## src/rtl/sd_route_ctrl.sv

```systemverilog
// SD card SPI router: steers each chip select to a mounted virtual image or to the
// physical card (slot 0), tracks SPI activity and issues a reset request on mount.
module sd_route_ctrl #(
    parameter int NUM_IMG       = 2,
    parameter int TIMEOUT_CYC   = 1000000,
    parameter int MOUNT_RST_CYC = 16
) (
    input  logic               clk_sys,
    input  logic               reset_n,
    input  logic [NUM_IMG-1:0] img_mounted,
    input  logic [NUM_IMG-1:0] img_size_nz,
    input  logic               mount_rst_en,
    input  logic [NUM_IMG-1:0] cs_n_i,
    input  logic               sck_i,
    input  logic               mosi_i,
    output logic               miso_o,
    output logic [NUM_IMG-1:0] vsd_ss_n_o,
    input  logic [NUM_IMG-1:0] vsd_miso_i,
    output logic               sd_cs_n_o,
    output logic               sd_sck_o,
    output logic               sd_mosi_o,
    input  logic               sd_miso_i,
    output logic [NUM_IMG-1:0] vsd_sel_o,
    output logic               active_o,
    output logic               reset_req_o
);

    localparam int TMR_W = $clog2(TIMEOUT_CYC + 1);
    localparam int CNT_W = $clog2(MOUNT_RST_CYC + 1);
    localparam logic [TMR_W-1:0] TMR_MAX  = TMR_W'(TIMEOUT_CYC);
    localparam logic [CNT_W-1:0] CNT_LOAD = CNT_W'(MOUNT_RST_CYC);

    typedef enum logic [0:0] {IDLE, PULSE} state_t;

    logic [NUM_IMG-1:0] mnt_p1;
    logic [NUM_IMG-1:0] rise;
    logic [NUM_IMG-1:0] vsd_sel;
    logic               miso_sel;
    logic               mosi_p1;
    logic               miso_p1;
    logic               toggle;
    logic [TMR_W-1:0]   timer;
    logic [TMR_W-1:0]   timer_nxt;
    logic               active_q;
    state_t             state;
    state_t             state_nxt;
    logic [CNT_W-1:0]   cnt;
    logic [CNT_W-1:0]   cnt_nxt;
    logic               mnt_go;
    logic               reset_req_q;

    assign rise   = img_mounted & ~mnt_p1;
    assign mnt_go = (|rise) & mount_rst_en;

    // Stage p1: mount edge detect and routing select
    always_ff @(posedge clk_sys or negedge reset_n) begin
        if (!reset_n) begin
            mnt_p1  <= '0;
            vsd_sel <= '0;
        end else begin
            mnt_p1  <= img_mounted;
            vsd_sel <= (vsd_sel & ~rise) | (img_size_nz & rise);
        end
    end

    assign vsd_ss_n_o = cs_n_i | ~vsd_sel;
    assign sd_cs_n_o  = cs_n_i[0] | vsd_sel[0];
    assign sd_sck_o   = sck_i & ~vsd_sel[0];
    assign sd_mosi_o  = mosi_i & ~vsd_sel[0];
    assign vsd_sel_o  = vsd_sel;

    // Iterating downward lets the lowest asserted select override the others.
    always_comb begin
        miso_sel = 1'b1;
        for (int i = NUM_IMG - 1; i >= 0; i--) begin
            if (!cs_n_i[i]) begin
                if (vsd_sel[i])
                    miso_sel = vsd_miso_i[i];
                else if (i == 0)
                    miso_sel = sd_miso_i;
                else
                    miso_sel = 1'b1;
            end
        end
    end

    assign miso_o = miso_sel;

    assign toggle = (mosi_i ^ mosi_p1) | (miso_sel ^ miso_p1);

    always_comb begin
        timer_nxt = timer;
        if (toggle)
            timer_nxt = '0;
        else if (timer < TMR_MAX)
            timer_nxt = timer + TMR_W'(1);
    end

    // Stage p1: activity timer; the flag looks at the next timer value so it
    // drops exactly TIMEOUT_CYC edges after the toggle edge.
    always_ff @(posedge clk_sys or negedge reset_n) begin
        if (!reset_n) begin
            mosi_p1  <= 1'b0;
            miso_p1  <= 1'b1;
            timer    <= TMR_MAX;
            active_q <= 1'b0;
        end else begin
            mosi_p1  <= mosi_i;
            miso_p1  <= miso_sel;
            timer    <= timer_nxt;
            active_q <= (timer_nxt < TMR_MAX);
        end
    end

    assign active_o = active_q;

    always_comb begin
        state_nxt = state;
        cnt_nxt   = cnt;
        case (state)
            IDLE: begin
                if (mnt_go) begin
                    state_nxt = PULSE;
                    cnt_nxt   = CNT_LOAD;
                end
            end
            PULSE: begin
                if (mnt_go) begin
                    cnt_nxt = CNT_LOAD;
                end else begin
                    cnt_nxt = cnt - CNT_W'(1);
                    if (cnt == CNT_W'(1))
                        state_nxt = IDLE;
                end
            end
            default: begin
                state_nxt = IDLE;
                cnt_nxt   = '0;
            end
        endcase
    end

    // Stage p1: mount reset pulse
    always_ff @(posedge clk_sys or negedge reset_n) begin
        if (!reset_n) begin
            state       <= IDLE;
            cnt         <= '0;
            reset_req_q <= 1'b0;
        end else begin
            state       <= state_nxt;
            cnt         <= cnt_nxt;
            reset_req_q <= (state_nxt == PULSE);
        end
    end

    assign reset_req_o = reset_req_q;

endmodule

```

## config.mk

```make
export PLATFORM = sky130hd
export DESIGN_NAME = sd_route_ctrl
export DESIGN_NICKNAME = d
export VERILOG_FILES = /design/src/rtl/sd_route_ctrl.sv
export SDC_FILE = /design/constraint.sdc
export NUM_CORES = 1
export LEC_CHECK = 0
export ABC_CLOCK_PERIOD_IN_PS = 4500
export CAP_MARGIN = 15
export CORE_ASPECT_RATIO = 0.75
export CORE_MARGIN = 3
export CORE_UTILIZATION = 34
export DETAILED_ROUTE_END_ITERATION = 10
export PLACE_DENSITY_LB_ADDON = 0.2
export SLEW_MARGIN = 10
export SYNTH_ARGS = -nofsm -noshare
export SYNTH_HDL_FRONTEND = slang
export SYNTH_SLANG_ARGS = --single-unit
```

## constraint.sdc

```tcl
create_clock -name clk_sys -period 4.5 [get_ports clk_sys]
set_clock_uncertainty 0.05 [all_clocks]
set_input_delay 0.9 -clock clk_sys [delete_from_list [all_inputs] [get_ports clk_sys]]
set_output_delay 0.9 -clock clk_sys [all_outputs]
set_load 0.02 [all_outputs]
```

-- Word-level counts from Yosys, hierarchy flattened
Index checks and enable logic that the tools add are counted.
- magnitude comparators: 2
- multiplexer cells: 13
- add/sub/neg operators: 2
- equality and inequality tests: 2
- reduce and logical (&&, ||, !) cells: 1
- bitwise gates (word level): 17
- operators with widths (cell ; count):
    20-bit < comparator, second input constant ; 2
    20-bit two-way mux ; 2
    20-bit by 1-bit adder with 20-bit output, second input constant ; 1
    5-bit two-way mux ; 2
    5-bit case mux with 2 select lines ; 1
    1-bit two-way mux ; 7
    2-bit bitwise AND ; 3
    2-bit NOT ; 3
    5-bit by 1-bit equality test with 1-bit output, second input constant ; 1
    5-bit by 1-bit subtractor with 5-bit output, second input constant ; 1
    2-bit OR ; 2
    1-bit bitwise AND ; 3
    2-bit inequality test, second input constant ; 1
    1-bit NOT ; 2
    1-bit OR ; 2
    1-bit case mux with 2 select lines ; 1
    2-bit OR reduction ; 1
    1-bit XOR ; 2
- output and inout port bits: 10
- logic and storage cells: 45
- register bits after elaboration: 33
- input bits: 14

-- Logic depth before layout (Yosys ltp)
- depth after elaboration: 7
- gate-level depth with buffers: 9
- gate-level depth less buffers: 7

-- Worst setup path after synthesis
OpenSTA, ideal clock, no wires.
- path kind: in2reg
- from: in vsd_miso_i[1]
- to: reg active_q (netlist: active_o)
- buffers on the path: 0
- required time: 4.373 ns
- setup time: 0.077 ns
- setup slack: 2.148 ns
- stages on the path: 7
- arrival: 2.225 ns
- path through: nor3b_1 -> nor2_1 -> o41ai_4 -> o21ai_1 -> a211oi_2 -> o211ai_1 -> a21oi_1
- word-level cells in the longest chain between the ends: 7
- RTL lines (what ; RTL line ; text):
    start: declaration ; 18 ; input logic [NUM_IMG-1:0] vsd_miso_i,
    1-bit two-way mux ; 77 ; if (vsd_sel[i])
    1-bit two-way mux (2 in a row) ; 76 ; if (!cs_n_i[i]) begin
    1-bit XOR ; 89 ; assign toggle = (mosi_i ^ mosi_p1) | (miso_sel ^ miso_p1);
    1-bit OR ; 89 ;
    20-bit two-way mux ; 93 ; if (toggle)
    20-bit < comparator ; 111 ; active_q <= (timer_nxt < TMR_MAX);
    end signal: assignment ; 111 ;
    end: declaration ; 44 ; logic active_q;
Every way passes these cells.
A chain may end at the register's enable or synchronous reset.

-- Worst setup path after layout
- from: in cs_n_i[0]
- to: out miso_o
- word-level cells in the longest chain between the ends: 1
- RTL lines (what ; RTL line ; text):
    start: declaration ; 13 ; input logic [NUM_IMG-1:0] cs_n_i,
    1-bit two-way mux ; 76 ;
    end: declaration ; 16 ; output logic miso_o,
Every way passes these cells.

==> flow_summary_export.csv <==
group,metric,value,unit
run,maxCapViolCount,0,
clocking,htree_levels,2,
timing,setup-violations-final,0,
hold_path,hold_depth,2,
logic_synthesis,netlist.area_leader.share,33.7,%
setup_path,critPathArrivalTime,2370,ps
timing,rsz0062_at_grt,"no",
die,die_y,70.0,µm
die,die_area,6390,µm²
setup_path,crit_type,"primary input to output pin",
grt,grt_pass1_wl,6420,µm
setup_path,cpPeakStageDelay,630,ps
logic_synthesis,yosysSeqAreaShare,45.1,%
timing,finalCritPeriodShare,73.8,%
setup_path,crit_fanout,7,
logic_synthesis,postSynthCellCount,179,
clocking,tritoncts,"built",
setup_path,crit_slowest_cell,"clkdlybuf4s50_1",
grt,grt_max_degree,34,
grt,antenna_found_initial,0,
timing,fin_tns_setup,0,ps
clocking,clock-sinks,33,
cells_and_area,syn2layout_area_growth,23.1,%
logic_synthesis,yosysTopAreaCell,"dfrtp_1",
logic_synthesis,netlist_area,1850,µm²
grt,grt-ovfl-total,0,
clocking,cts_setup_buffers,0,
detailed_routing,drtAntennaViolNets,0,
clocking,cts_resized,0,
pwr,power.switching_fraction,27.6,%
setup_path,timing.rr.start,"timer[8]",
pwr,clkPwrFrac,34.9,%
detailed_routing,drc,0,
detailed_routing,num_vias,1347,
setup_path,start_kind,"primary input",
timing,slew_headroom,35.4,%
hold_path,hold_path.startpoint,"timer[5]",
logic_synthesis,syn_area_per_cell,10.4,µm²
cells_and_area,num-nets-final,224,
pwr,seq_power_share,44.5,%
logic_synthesis,ys_ff_latch,33,
logic_synthesis,yosysWarnings,0,
setup_path,r2r-end,"active_o",
logic_synthesis,synth_edf_count,0,
clocking,clockRootBuffer,"clkbuf_8",
timing,period_needed,3320,ps
clocking,cts.hold.buffers_added,0,
logic_synthesis,synth_nets,196,
logic_synthesis,ys_top_cells_by_area,"dfrtp_1, dfstp_2, xnor2_1",
grt,grt_usage,12.4,%
timing,holdWs,509,ps
clocking,path_clk_slew,70,ps
cells_and_area,stdcell_area,2280,µm²
setup_path,cp.required,3550,ps
logic_synthesis,synth-async-reset-ratio,100,%
timing,hold_violations,0,
hold_path,hold_path.class,"flop to flop",
detailed_routing,routed_wl,3650,µm
clocking,clkLatencyLatePin,280,ps
die,start_util,36.6,%
clocking,clockBufferDepth,2,
setup_path,worst_r2r_path_depth,7,
place,dpl-instance-area,2170,µm²
die,num_rows,22,
logic_synthesis,synth-main-ff-cell,"dfrtp_1",
pwr,netSwitchingPower,229,µW
hold_path,whs_endpoint,"timer[5]",
cells_and_area,drive_gt1_share,17.8,%
outcome,status,"finished, final reports clean",
pwr,p_int,601,µW
detailed_routing,avgViaCountPerCell,4.81,
setup_path,worstPathCellList,"clkdlybuf4s50_1, mux2i_1, clkdlybuf4s50_1",
pwr,power_density,364,nW/µm²
grt,grt_pass1_vias,1324,
timing,tightest_slew,965,ps
die,die_x,91.3,µm
logic_synthesis,yosysUniqueCellTypes,50,
timing,fmax,0.301,GHz
place,port_buffers,23,
pwr,p_leak,0.846,nW
setup_path,r2r_setup_slack,1810,ps
clocking,cts-buffers-inserted,5,
die,coreArea,5060,µm²
pwr,combPwrFrac,20.6,%
pwr,peakVddDrop,0.189,mV
detailed_routing,drtIter0Drc,45,
detailed_routing,drt_pre_antenna_iters,4,
place,place_hpwl,2660,µm
timing,final-max-slew-violation-count,0,
setup_path,cp-end-kind,"output pin",
setup_path,crit_top_cell,"clkdlybuf4s50_1",
place,gp_congestion,0.806,
cells_and_area,diodes,0,
detailed_routing,routedWlPerCell,13.0,µm
die,ios,24,
cells in the final DEF, fill, tap and decap left out, drive strengths merged, types with 2 or more instances in the layout:
cell	netlist	final
or2	2	2
xnor2	15	15
clkbuf	0	7
and3	2	2
xor2	5	5
mux2	2	2
nor2	25	25
inv	8	8
dfrtp	25	25
or4	2	2
ha	3	3
nand3	6	6
nand4	4	4
a211o	2	2
nor4b	3	3
o21ai	3	3
mux2i	2	2
buf	5	3
o211ai	3	3
a21oi	8	8
clkdlybuf4s50	0	23
a2111oi	2	2
nand2	12	12
nor3	4	4
dfstp	8	8
nor2b	4	4
nand2b	4	4
a21o	3	3
a211oi	4	4
nor3b	3	3
per-layer routing:
metal  global-route usage, %  share of wire [%]
met1                    18.0                 52
met2                    17.6                 42
met3                    3.34                4.0
met4                    4.52                1.3
met5                       0                  0
worst max-delay path, delay by kind of cell:
family,cells,cell delay (ps)
buffers and inverters,2,1220
muxes,1,250
power by group through the flow:
stage / registers [mW] / logic [mW] / clock network, mW
finish: 0.370 / 0.171 / 0.289
global placement: 0.373 / 0.170 / 0
floorplan: 0.372 / 0.107 / 0
global route: 0.375 / 0.194 / 0.313
detailed placement: 0.374 / 0.174 / 0
CTS: 0.370 / 0.174 / 0.298
Yosys cell counts (3+ instances only):
cell type / instances
dfrtp_1: 25
nor2_1: 25
xnor2_1: 15
nand2_1: 12
a21oi_1: 8
dfstp_2: 8
inv_1: 8
nand3_1: 6
xor2_1: 5
nand2b_1: 4
nor2b_1: 4
a211oi_1: 3
buf_2: 3
ha_1: 3
nor3_1: 3
nor3b_1: 3
o211ai_1: 3
area by class of cell:
cell class / count / area, µm²
sequential: 33 / 836
tap: 72 / 90.1
clock inverter: 1 / 30.0
inverter: 8 / 30.0
fill: 501 / 2780
clock buffer: 7 / 86.3
timing repair buffer: 26 / 253
multi-input combinational: 133 / 958
cells by family after synthesis:
logic type      synth area share [%]
buf+inv                         3.24
mux                             2.29
compound gates                  13.9
fa+ha+maj                       2.02
xor+xnor                        9.45
simple gates                    24.0
flops                           45.1
worst max-delay path by stage:
stage,to,slack (ps),cells after the start,from
finish,miso_o,1180,3,cs_n_i[0]
global route,miso_o,1070,3,cs_n_i[0]
detailed placement,miso_o,1170,3,cs_n_i[0]
global placement,miso_o,1180,3,cs_n_i[0]
floorplan,active_o,2150,7,vsd_miso_i[1]
CTS,miso_o,1170,3,cs_n_i[0]
metrics by stage:
stage	worst slack, ps	instances	power (mW)	utilization [%]
after floorplan	2150	179	0.480	-
after detailed placement	1170	272	0.547	42.8
after global placement	1180	272	0.544	42.8
after CTS	1170	280	0.842	45.1
final	1180	280	0.830	45.1
after global routing	1070	280	0.882	45.1
flip-flops by register name, indices dropped and copies added (netlist names), named ones only:
signal	cells
miso_p1	1
mnt_p1	2
mosi_p1	1
cnt	5
active_o	1
reset_req_o	1
timer	20
No activity file was read; power rests on OpenSTA's default activity.
